[src/rtl/stopwatch_bcd_timer.sv]
// stopwatch_bcd_timer: BCD mm:ss.cc stopwatch with prescaler, lap freeze and wrap/saturate at maximum.
module stopwatch_bcd_timer #(
  parameter int DIV     = 1,
  parameter int MAX_MIN = 59,
  parameter int WRAP    = 1
) (
  input  logic       clk,
  input  logic       nrst,
  input  logic [2:0] mode,
  input  logic       lap,
  output logic [3:0] cs_lo,
  output logic [3:0] cs_hi,
  output logic [3:0] s_lo,
  output logic [3:0] s_hi,
  output logic [3:0] m_lo,
  output logic [3:0] m_hi,
  output logic       frozen,
  output logic       at_max,
  output logic       wrapped
);
  localparam logic [15:0] PSC_TOP = 16'(DIV - 1);
  localparam logic [7:0]  MAX_BCD = {4'(MAX_MIN / 10), 4'(MAX_MIN % 10)};
  logic [15:0] r_psc;
  logic [23:0] r_live, r_snap, w_nxt;
  logic        r_lap_q, r_frozen, r_wrapped;
  logic        w_run, w_clr, w_tick, w_edge, w_hold;
  logic        w_c0, w_c1, w_c2, w_c3, w_c4;
  assign w_run  = mode == 3'b001;
  assign w_clr  = mode == 3'b010;
  assign w_tick = w_run && r_psc == PSC_TOP;
  assign w_edge = lap && !r_lap_q;
  assign at_max = r_live == {MAX_BCD, 16'h5999};
  assign w_hold = at_max && WRAP == 0;
  // Carry chain; live count is {m_hi, m_lo, s_hi, s_lo, cs_hi, cs_lo}
  always_comb begin
    w_c0 = r_live[3:0] == 4'd9;
    w_c1 = w_c0 && r_live[7:4] == 4'd9;
    w_c2 = w_c1 && r_live[11:8] == 4'd9;
    w_c3 = w_c2 && r_live[15:12] == 4'd5;
    w_c4 = w_c3 && r_live[19:16] == 4'd9;
    w_nxt[3:0]   = w_c0 ? 4'd0 : r_live[3:0] + 4'd1;
    w_nxt[7:4]   = !w_c0 ? r_live[7:4] : w_c1 ? 4'd0 : r_live[7:4] + 4'd1;
    w_nxt[11:8]  = !w_c1 ? r_live[11:8] : w_c2 ? 4'd0 : r_live[11:8] + 4'd1;
    w_nxt[15:12] = !w_c2 ? r_live[15:12] : w_c3 ? 4'd0 : r_live[15:12] + 4'd1;
    w_nxt[19:16] = !w_c3 ? r_live[19:16] : (at_max || w_c4) ? 4'd0 : r_live[19:16] + 4'd1;
    w_nxt[23:20] = at_max ? 4'd0 : w_c4 ? r_live[23:20] + 4'd1 : r_live[23:20];
  end
  always_ff @(posedge clk) begin
    if (!nrst) begin
      r_psc     <= '0;
      r_live    <= '0;
      r_snap    <= '0;
      r_lap_q   <= 1'b0;
      r_frozen  <= 1'b0;
      r_wrapped <= 1'b0;
    end else begin
      r_lap_q   <= lap;
      r_wrapped <= w_tick && at_max && WRAP != 0;
      if (w_clr) begin
        r_psc    <= '0;
        r_live   <= '0;
        r_snap   <= '0;
        r_frozen <= 1'b0;
      end else begin
        if (w_run) r_psc <= w_tick ? '0 : r_psc + 16'd1;
        if (w_tick && !w_hold) r_live <= w_nxt;
        // Snapshot takes the pre-increment value when lap and tick coincide
        if (w_edge) begin
          r_frozen <= !r_frozen;
          if (!r_frozen) r_snap <= r_live;
        end
      end
    end
  end
  assign {m_hi, m_lo, s_hi, s_lo, cs_hi, cs_lo} = r_frozen ? r_snap : r_live;
  assign frozen  = r_frozen;
  assign wrapped = r_wrapped;
endmodule
[config.mk]
export PLATFORM = sky130hd
export DESIGN_NAME = stopwatch_bcd_timer
export DESIGN_NICKNAME = d
export VERILOG_FILES = /design/src/rtl/stopwatch_bcd_timer.sv
export SDC_FILE = /design/constraint.sdc
export NUM_CORES = 1
export LEC_CHECK = 0
export CORE_MARGIN = 1.5
export CORE_UTILIZATION = 45
export CTS_BUF_LIST = sky130_fd_sc_hd__clkbuf_16
export CTS_CLUSTER_DIAMETER = 150
export DETAILED_ROUTE_END_ITERATION = 12
export GPL_ROUTABILITY_DRIVEN = 0
export GPL_TIMING_DRIVEN = 1
export PLACE_DENSITY = 0.65
export SLEW_MARGIN = 30
export SYNTH_ARGS = -nofsm -noshare
export SYNTH_HDL_FRONTEND = slang
export SYNTH_SLANG_ARGS = --single-unit
export TNS_END_PERCENT = 100
[constraint.sdc]
create_clock -name clk -period 2.13 [get_ports clk]
set_input_delay 0.5325 -clock clk [delete_from_list [all_inputs] [get_ports clk]]
set_output_delay 0.5325 -clock clk [all_outputs]
set_load 0.05 [all_outputs]
==> impl_metrics.py <==
metrics = {
    "synth": {
        "synth_commonest_cells": "nand2_1 (77), dfxtp_1 (67), a21oi_1 (39)",
        "ys_types": 51,
        "ys.flop_type": "dfxtp_1",
        "ys_ff_latch": 67,
        "ys_async_sr_fraction_pct": 0,
        "ys_warn_count": 0,
        "syn-cell-area_mm2": 0.00351,
        "syn_nets": 439,
        "yosysTopAreaCell": "dfxtp_1",
        "netlist_top_cells_area": "dfxtp_1 (38%), nand2_1 (8.2%), a21oi_1 (5.6%)",
        "synth.most_common_cell": "nand2_1",
        "synth_top_area_share_pct": 38.2,
        "synth-edff-count": 0,
        "synth.avg_cell_area_um2": 8.34,
        "seq_area_frac_synth_pct": 38.2,
        "syn_inst": 421,
    },
    "timing": {
        "finalSetupViolCount": 1,
        "fin_skew_ps": 5.29,
        "period_minus_slack_ps": 2170,
        "fin_ws_ps": -42.4,
        "tightestPinTransition_ps": 497,
        "fin_crit_sh_pct": 102,
        "rsz0062_at_grt": "yes",
        "finalMaxSlewViolations": 0,
        "timing.fmax_mhz": 460,
        "tns_ps": -42.4,
        "hold_violations": 0,
        "slew_headroom_pct": 66.8,
    },
    "global_route": {
        "grt_pass1_wl_mm": 15.1,
        "grt_overflow_total": 0,
        "grt_pass1_vias": 3271,
        "grt_max_degree": 24,
        "antenna_found_initial": 0,
        "track_usage_pct": 22.4,
    },
    "die": {
        "fp.coreArea_mm2": 0.00765,
        "die_h_um": 91.3,
        "start_util_pct": 45.9,
        "num_io_pins": 33,
        "die_area_mm2": 0.00834,
        "die_w_um": 91.3,
        "rows": 32,
    },
    "clock_network": {
        "cts.sinks": 67,
        "cts_tree": "yes",
        "path_clk_slew_ps": 50,
        "cts_max_level": 3,
        "cts_made_buffers": 9,
        "clk_path_buf_depth": 2,
        "clk_latency_ps": 320,
        "root_buffer": "clkbuf_16",
        "cts-hold-fix-buffers": 0,
    },
    "power_and_ir_drop": {
        "power.total_uw": 2860,
        "p_clk_share_pct": 48.3,
        "power_frac_comb_pct": 7.5,
        "ir_worst_vdd_mv": 0.427,
        "p_switching_uw": 632,
        "leakagePower_uw": 0.00182,
        "internal_power_uw": 2230,
        "seq_power_share_pct": 44.2,
        "sw_frac_of_total_pct": 22.1,
        "p_per_area_mw_per_mm2": 606,
    },
    "setup_path": {
        "crit_path_end_kind": "primary output",
        "timing.rr.start": "r_psc[3]",
        "crit_type": "flip-flop to primary output",
        "required_ps": 1600,
        "arrival_ps": 1640,
        "cp_max_fo": 2,
        "worstSetupStartpointType": "flip-flop",
        "cp-startpoint": "r_live[2]",
    },
    "place": {
        "io_buffers": 32,
        "place_ws_ps": -404,
        "placed_cell_area_mm2": 0.00436,
        "dp_hpwl_mm": 6.09,
    },
    "min_path": {
        "min_from": "r_snap[23]",
        "worstHoldPathType": "flip-flop to flip-flop",
    },
    "detailed_routing": {
        "wl_mm": 8.76,
        "dr_total_vias": 3356,
        "drtPass1Iterations": 4,
        "ant_nets": 0,
        "drc": 0,
        "first_iter_violations": 101,
        "viasPerCell": 5.52,
        "wl_per_cell_um": 14.4,
    },
    "flow_run": {
        "maxCapViolations": 0,
    },
    "outcome": {
        "status": "finished with violations",
        "failed_checks": "setup timing",
    },
    "layout": {
        "final_area_mm2": 0.00473,
        "final_nets": 521,
        "final_util_pct": 61.8,
        "drive_gt1_share_pct": 28.9,
        "fill_cells": 681,
        "diodes": 0,
        "area_growth_pct": 34.6,
    },
}
==> cell usage in the layout (no fill, tap or decap), types with 6 or more instances in the layout <==
master,netlist,routed
or3_1,12,12
mux2i_1,9,9
a21oi_1,39,38
dfxtp_1,67,62
nand3_1,14,14
nand4_1,13,13
buf_4,1,77
and3_1,7,6
o21ai_0,14,7
buf_12,0,12
mux2_2,17,17
nor2_1,16,16
nor4_1,7,6
o31ai_1,10,10
ha_1,12,12
inv_1,12,12
nand2_1,77,77
clkbuf_16,0,9
o21ai_1,0,7
==> final timing paths <==
path           endpoint  slack, ps  depth (start not counted)
max              at_max        -40                          5
min          r_snap[23]        450                          2
max reg2reg   r_live[6]        240                          5
min reg2reg  r_snap[23]        450                          2
==> critical path, stage by stage, from the launching register on <==
cell and delay [ps]:
dfxtp_2 320, nor4bb_2 260, buf_4 160, and4_4 240
and3_4 200, buf_12 130
==> cell families after synthesis <==
group           after synthesis  synth area share [%]
buf+inv                      38                  4.81
flops                        67                  38.2
mux                          26                  8.02
compound gates               81                  13.9
xor+xnor                      9                  2.25
fa+ha+maj                    12                  4.28
simple gates                188                  28.5
==> registers in the layout, summed over array words and instances, names as in the netlist <==
| name | cells |
|---|---|
| frozen | 1 |
| r_lap_q | 1 |
| r_live | 24 |
| r_psc | 16 |
| r_snap | 24 |
| wrapped | 1 |
==> per-stage QoR <==
stage                     instances  hold slack (ps)
final                           608              447
after global routing            608              468
after CTS                       606              447
after detailed placement        586              438
after global placement          586              434
after floorplan                 421              433
==> per-layer routing <==
metal,vias to the layer above,GRT usage (%),part of all wire [%]
li1,1688,-,-
met1,1604,27.0,46
met2,56,38.7,50
met3,8,3.52,3.3
met4,0,10.8,1.2
met5,-,0,0
==> layout make-up <==
type	count	area, um2	share of cell area (%)
Clock buffer	9	225	4.76
Clock inverter	5	47.5	1.01
Inverter	12	45.0	0.953
Multi-Input combinational cell	316	2040	43.1
Sequential cell	67	1350	28.5
Tap cell	102	128	2.70
Timing Repair Buffer	97	895	18.9
==> power groups by stage <==
stage / clock, uW / sequential (uW) / combinational [uW]
6_report: 1380 / 1270 / 215
5_1_grt: 1480 / 1270 / 234
4_1_cts: 1410 / 1270 / 215
3_5_place_dp: 0 / 1290 / 209
3_3_place_gp: 0 / 1290 / 207
2_1_floorplan: 0 / 1290 / 104
==> timing repair <==
action	4_1_cts	5_1_grt
endpoints found under the setup margin	6	35
pin swaps	4	6
buffers inserted	5	2
gates resized for setup	10	11
gates cloned	1	0
(Power assumes the default switching activity.)
